### config.mk
export PLATFORM = sky130hd
export DESIGN_NAME = fifo_ctrl_flat
export DESIGN_NICKNAME = d
export VERILOG_FILES = /design/src/rtl/fifo_pkg.sv /design/src/rtl/fifo_if.sv /design/src/rtl/fifo_ptr.sv /design/src/rtl/fifo_ctrl.sv /design/src/flat_wrapper.sv
export SDC_FILE = /design/constraint.sdc
export NUM_CORES = 1
export LEC_CHECK = 0
export ABC_AREA = 1
export BUFFER_PORTS_ARGS = -buffer_cell sky130_fd_sc_hd__buf_2
export CAP_MARGIN = 5
export CORE_MARGIN = 10
export CORE_UTILIZATION = 35
export DETAILED_ROUTE_END_ITERATION = 12
export PLACE_DENSITY_LB_ADDON = 0.15
export SETUP_SLACK_MARGIN = 0.3
export SLEW_MARGIN = 20
export SYNTH_ARGS = -nofsm -noshare
export SYNTH_HDL_FRONTEND = slang
export SYNTH_SLANG_ARGS = --single-unit
### constraint.sdc
create_clock -name clk -period 4.3 [get_ports clk]
set_input_delay 0.215 -clock clk [delete_from_list [all_inputs] [get_ports clk]]
set_output_delay 0.215 -clock clk [all_outputs]
set_load 0.02 [all_outputs]
### src/rtl/fifo_pkg.sv
// ============================================================================
//  Module      : fifo_pkg
//  Description : Shared sizing helpers and status type for the FIFO control stage
//  Revision    : 1.0  initial release
// ============================================================================
`default_nettype none

package fifo_pkg;

    localparam int unsigned C_DEFAULT_AW = 3;

    function automatic int unsigned fifo_depth(input int unsigned aw);
        return 32'd1 << aw;
    endfunction

    // One extra bit so that a completely full FIFO (count == depth) is representable
    function automatic int unsigned fifo_cnt_w(input int unsigned aw);
        return aw + 32'd1;
    endfunction

    typedef struct packed {
        logic full;
        logic empty;
        logic almost_full;
        logic almost_empty;
        logic overflow;
        logic underflow;
    } fifo_status_t;

endpackage

`default_nettype wire

### src/rtl/fifo_if.sv
// ============================================================================
//  Module      : fifo_if
//  Description : User-side request and status bundle of the FIFO control stage
//  Revision    : 1.0  initial release
// ============================================================================
`default_nettype none

interface fifo_if #(
    parameter int unsigned no_of_words = 3
) ();

    logic                   wr;
    logic                   rd;
    logic                   clr_err;
    logic                   w_en;
    logic [no_of_words-1:0] w_addr;
    logic [no_of_words-1:0] r_addr;
    logic                   full;
    logic                   empty;
    logic                   almost_full;
    logic                   almost_empty;
    logic [no_of_words:0]   count;
    logic                   overflow;
    logic                   underflow;

    modport master (
        output wr, rd, clr_err,
        input  w_en, w_addr, r_addr, full, empty, almost_full, almost_empty,
               count, overflow, underflow
    );

    modport slave (
        input  wr, rd, clr_err,
        output w_en, w_addr, r_addr, full, empty, almost_full, almost_empty,
               count, overflow, underflow
    );

endinterface

`default_nettype wire

### src/rtl/fifo_ptr.sv
// ============================================================================
//  Module      : fifo_ptr
//  Description : Wrapping address pointer with increment enable
//  Revision    : 1.0  initial release
// ============================================================================
`default_nettype none

module fifo_ptr #(
    parameter int unsigned W = 3
) (
    input  wire logic         clk,
    input  wire logic         rst_n,
    input  wire logic         inc,
    output logic [W-1:0]      ptr
);

    localparam logic [W-1:0] c_one = W'(1);

    logic [W-1:0] r_ptr;

    // Wraps from depth-1 back to 0 through natural binary overflow
    always_ff @(posedge clk or negedge rst_n) begin
        if (!rst_n) begin
            r_ptr <= '0;
        end else if (inc) begin
            r_ptr <= r_ptr + c_one;
        end
    end

    assign ptr = r_ptr;

endmodule

`default_nettype wire

### src/rtl/fifo_ctrl.sv
// ============================================================================
//  Module      : fifo_ctrl
//  Description : FIFO pointer, occupancy, status and sticky-error control stage
//  Revision    : 1.0  initial release
// ============================================================================
`default_nettype none

module fifo_ctrl
    import fifo_pkg::*;
#(
    parameter int unsigned no_of_words = 3,
    parameter int unsigned af_margin   = 1,
    parameter int unsigned ae_margin   = 1
) (
    input  wire logic clk,
    input  wire logic rst_n,
    fifo_if.slave     bus
);

    localparam int unsigned    c_depth  = fifo_depth(no_of_words);
    localparam int unsigned    c_cw     = fifo_cnt_w(no_of_words);
    localparam logic [c_cw-1:0] c_one    = c_cw'(1);
    localparam logic [c_cw-1:0] c_full   = c_cw'(c_depth);
    localparam logic [c_cw-1:0] c_af_th  = c_cw'(c_depth - af_margin);
    localparam logic [c_cw-1:0] c_ae_th  = c_cw'(ae_margin);

    // Reset flags are the flag equations evaluated at count == 0
    localparam fifo_status_t c_status_rst = '{
        full:         1'b0,
        empty:        1'b1,
        almost_full:  (af_margin >= c_depth),
        almost_empty: 1'b1,
        overflow:     1'b0,
        underflow:    1'b0
    };

    logic                   w_do_rd;
    logic                   w_do_wr;
    logic [c_cw-1:0]        w_next_count;
    fifo_status_t           w_next_status;
    logic [c_cw-1:0]        r_count;
    fifo_status_t           r_status;
    logic [no_of_words-1:0] w_wr_ptr;
    logic [no_of_words-1:0] w_rd_ptr;

    // A pop on a full FIFO frees the slot this push lands in
    always_comb begin
        w_do_rd = bus.rd & ~r_status.empty;
        w_do_wr = bus.wr & (~r_status.full | bus.rd);
    end

    always_comb begin
        w_next_count = r_count;
        case ({w_do_wr, w_do_rd})
            2'b10:   w_next_count = r_count + c_one;
            2'b01:   w_next_count = r_count - c_one;
            default: w_next_count = r_count;
        endcase
    end

    always_comb begin
        w_next_status              = r_status;
        w_next_status.full         = (w_next_count == c_full);
        w_next_status.empty        = (w_next_count == '0);
        w_next_status.almost_full  = (w_next_count >= c_af_th);
        w_next_status.almost_empty = (w_next_count <= c_ae_th);
        // A fresh error outranks a clear in the same cycle
        w_next_status.overflow     = (bus.wr & ~w_do_wr) | (r_status.overflow  & ~bus.clr_err);
        w_next_status.underflow    = (bus.rd & ~w_do_rd) | (r_status.underflow & ~bus.clr_err);
    end

    always_ff @(posedge clk or negedge rst_n) begin
        if (!rst_n) begin
            r_count  <= '0;
            r_status <= c_status_rst;
        end else begin
            r_count  <= w_next_count;
            r_status <= w_next_status;
        end
    end

    fifo_ptr #(
        .W (no_of_words)
    ) u_wr_ptr (
        .clk   (clk),
        .rst_n (rst_n),
        .inc   (w_do_wr),
        .ptr   (w_wr_ptr)
    );

    fifo_ptr #(
        .W (no_of_words)
    ) u_rd_ptr (
        .clk   (clk),
        .rst_n (rst_n),
        .inc   (w_do_rd),
        .ptr   (w_rd_ptr)
    );

    assign bus.w_en         = w_do_wr;
    assign bus.w_addr       = w_wr_ptr;
    assign bus.r_addr       = w_rd_ptr;
    assign bus.count        = r_count;
    assign bus.full         = r_status.full;
    assign bus.empty        = r_status.empty;
    assign bus.almost_full  = r_status.almost_full;
    assign bus.almost_empty = r_status.almost_empty;
    assign bus.overflow     = r_status.overflow;
    assign bus.underflow    = r_status.underflow;

endmodule

`default_nettype wire

### src/flat_wrapper.sv
// flat-port wrapper written by rule: the top's interface ports become plain ports
module fifo_ctrl_flat import fifo_pkg::*;
#(
    parameter int unsigned no_of_words = 3,
    parameter int unsigned af_margin   = 1,
    parameter int unsigned ae_margin   = 1
)
  (clk, rst_n, bus_wr, bus_rd, bus_clr_err, bus_w_en, bus_w_addr, bus_r_addr, bus_full, bus_empty, bus_almost_full, bus_almost_empty, bus_count, bus_overflow, bus_underflow);
  fifo_if #(.no_of_words(no_of_words)) bus_i ();
  input  wire logic clk;
  input  wire logic rst_n;
  input wire logic [$bits(bus_i.wr)-1:0] bus_wr;
  input wire logic [$bits(bus_i.rd)-1:0] bus_rd;
  input wire logic [$bits(bus_i.clr_err)-1:0] bus_clr_err;
  output wire logic [$bits(bus_i.w_en)-1:0] bus_w_en;
  output wire logic [$bits(bus_i.w_addr)-1:0] bus_w_addr;
  output wire logic [$bits(bus_i.r_addr)-1:0] bus_r_addr;
  output wire logic [$bits(bus_i.full)-1:0] bus_full;
  output wire logic [$bits(bus_i.empty)-1:0] bus_empty;
  output wire logic [$bits(bus_i.almost_full)-1:0] bus_almost_full;
  output wire logic [$bits(bus_i.almost_empty)-1:0] bus_almost_empty;
  output wire logic [$bits(bus_i.count)-1:0] bus_count;
  output wire logic [$bits(bus_i.overflow)-1:0] bus_overflow;
  output wire logic [$bits(bus_i.underflow)-1:0] bus_underflow;
  assign bus_i.wr = bus_wr;
  assign bus_i.rd = bus_rd;
  assign bus_i.clr_err = bus_clr_err;
  assign bus_w_en = bus_i.w_en;
  assign bus_w_addr = bus_i.w_addr;
  assign bus_r_addr = bus_i.r_addr;
  assign bus_full = bus_i.full;
  assign bus_empty = bus_i.empty;
  assign bus_almost_full = bus_i.almost_full;
  assign bus_almost_empty = bus_i.almost_empty;
  assign bus_count = bus_i.count;
  assign bus_overflow = bus_i.overflow;
  assign bus_underflow = bus_i.underflow;
  fifo_ctrl #(.no_of_words(no_of_words), .af_margin(af_margin), .ae_margin(ae_margin)) u_core (.clk(clk), .rst_n(rst_n), .bus(bus_i));
endmodule
==> impl_metrics.toml <==
[worst_setup_path]
crit_top_cell = "inv_1"
start_kind = "flop"
cp_max_fo = 5
slowest_delay_ns = 0.54
cp_slowest_cell = "dfstp_2"
cp_data_arrival_time_ns = 2.13
path_cells = "inv_1, nand2_1, inv_1, ha_1, o21ai_0, inv_1, nor2_1, nand3_1, nor2_1"
worstPathRequired_ns = 4.52
end_kind = "flop"
critPathKind = "flop to flop"

[die]
io_pins = 22
die_h_um = 67.6
die_x_um = 67.6
start_util = 0.362
core_sq_mm = 0.00219
die-area_sq_mm = 0.00457
core.rowCount = 17

[cts]
cts_buffers = 3
insertion_delay_ns = 0.28
clockRootBuffer = "clkbuf_4"
cts_setup_buffers = 0
clock_path_buffers = 2
clkSinkCount = 16
htreeDepth = 1
clk_pin_slew_ns = 0.09
cts_tree = "done"

[timing]
rsz0062_at_grt = "false"
slew_headroom = 0.755
finClkSkew_ns = 0.00829
clock.fmax_ghz = 0.525
hold_viol_final = 0
setup_slack_ns = 2.39
period_needed_ns = 1.91
slew_violations = 0
worstMarginPinSlew_ns = 0.367
fin_tns_setup_ns = 0
setup_viol_count_final = 0
min_period_over_period = 0.443

[routing]
routedWlPerCell_um = 11.8
drt-initial-drc-count = 16
ant_nets = 0
vias_per_cell = 4.54
detail_route.first_pass.iterations = 4
vias = 640
drc = 0
finalWirelength_mm = 1.67

[placement]
placed_area_sq_um = 932
dp_cells = 136
io_buffers = 21
gp_congestion = 0.722
pre_cts_ws_ns = 2.41
place_hpwl_mm = 1.38

[logic_synthesis]
syn_area_sq_um = 792
synth_fp_nets = 96
syn_inst = 87
ys_ff_latch = 16
yosysWarnings = 0
synth_top_area_cell = "dfrtp_1"
synth_cell_types = 17
synthTopCellsByArea = "dfrtp_1, nand2_1, dfstp_2, inv_1, ha_1"
synth_seq_area_share = 0.509
avgSynthCellArea_sq_um = 9.10
yosysTopAreaCellShare = 0.442

[finish]
drive_gt1_frac = 0.310
post-route-util = 0.447
num_antenna_cells = 0
final_area_sq_um = 978
largest_register_ffs = 4
fin_cells = 141
nets = 123
most-common-layout-cells = "nand2_1, buf_2, inv_1, dfrtp_1, nand3_1"
syn_to_final_growth_pct = 23.5

[power]
ir_drop_mv = 0.481
p_sw_frac = 0.471
clockPowerShare = 0.117
p_per_area_mw_per_mm2 = 843
p_sw_uw = 389
power_frac_comb = 0.542
pwr-share-seq = 0.341
p_leak_uw = 0.000526
intPower_uw = 436

[global_route]
gr-total-overflow = 0
grt_usage = 0.0793
grt_max_degree = 17
grt_pass1_vias = 669
grt_pass1_wl_mm = 2.87
grt_antenna_before_repair = 0

[outcome]
status = "completed"

[flow_run]
drv_cap = 0

[worst_hold_path]
hp-class = "primary input to flop"
[cell families after synthesis]
logic type | Yosys count | share of synthesized area
buffers and inverters | 15 | 0.0711
AOI/OAI and AO/OA | 4 | 0.0284
adders and majority gates | 4 | 0.0632
xor gates and xnor gates | 7 | 0.0774
DFF | 16 | 0.509
and+or+nand+nor | 41 | 0.251
[critical path: cells and delay by family (launching register included)]
| kind | cells | cell delay [ns] |
|---|---|---|
| flip-flops | 1 | 0.54 |
| AO/OA/AOI/OAI | 1 | 0.25 |
| adder cells (fa/ha/maj) | 1 | 0.35 |
| AND/OR/NAND/NOR | 4 | 0.44 |
| buffers and inverters | 3 | 0.28 |
[repair_timing]
item | in CTS | in global routing
hold buffers | 1 | 0
hold endpoints to repair | 14 | 0
setup endpoints to repair | 0 | 0
gates resized for setup | 0 | 0
[per-layer routing]
layer  wire length, um  part of all wire  vias up  track usage
met5                 0                 0        -            0
met4                 0                 0        0      0.00769
met3               166              0.10        0       0.0496
met2               796              0.48       18        0.140
met1               702              0.42      298       0.0808
li1                  -                 -      324            -
[Yosys cell counts, drive strengths merged]
| cell type | count |
|---|---|
| nand3 | 8 |
| nor2 | 5 |
| o22ai | 2 |
| nand2 | 25 |
| dfstp | 2 |
| a21oi | 1 |
| dfrtp | 14 |
| inv | 15 |
| xor2 | 2 |
| ha | 4 |
| xnor2 | 5 |
| nand4 | 3 |
| o21ai | 1 |
[worst paths after layout]
| path | to | start | cells after the start | slack [ns] |
|---|---|---|---|---|
| setup / recovery | u_core.bus.full | u_core.bus.empty | 9 | 2.39 |
| hold / removal | u_core.bus.underflow | bus_clr_err | 2 | 0.14 |
| setup reg to reg | u_core.bus.full | u_core.bus.empty | 9 | 2.39 |
| hold reg to reg | u_core.u_rd_ptr.ptr[2] | u_core.u_rd_ptr.ptr[2] | 1 | 0.47 |
| max in group asynchronous | u_core.bus.empty | rst_n | 2 | 3.63 |
| min in group asynchronous | u_core.bus.count[0] | rst_n | 2 | 0.36 |
[power by group through the flow]
stage | clock network [uW] | logic (uW) | registers, uW
2_1_floorplan | 0 | 235 | 367
3_3_place_gp | 0 | 447 | 282
3_5_place_dp | 0 | 452 | 285
4_1_cts | 103 | 454 | 282
5_1_grt | 112 | 513 | 292
6_report | 96.5 | 447 | 281
[through the flow]
step	hold WS (ns)	power [uW]
finish	0.135	825
global route	0.122	918
detailed placement	0.155	738
CTS	0.122	839
global placement	0.152	729
floorplan	-0.0806	602
[area by class of cell]
cell class	instances	area (sq um)
tap	28	35.0
fill	224	1210
clock buffer	4	36.3
sequential	16	403
timing repair buffer	22	115
inverter	15	56.3
multi-input combinational	56	333
No activity file was read; power rests on OpenSTA's default activity.
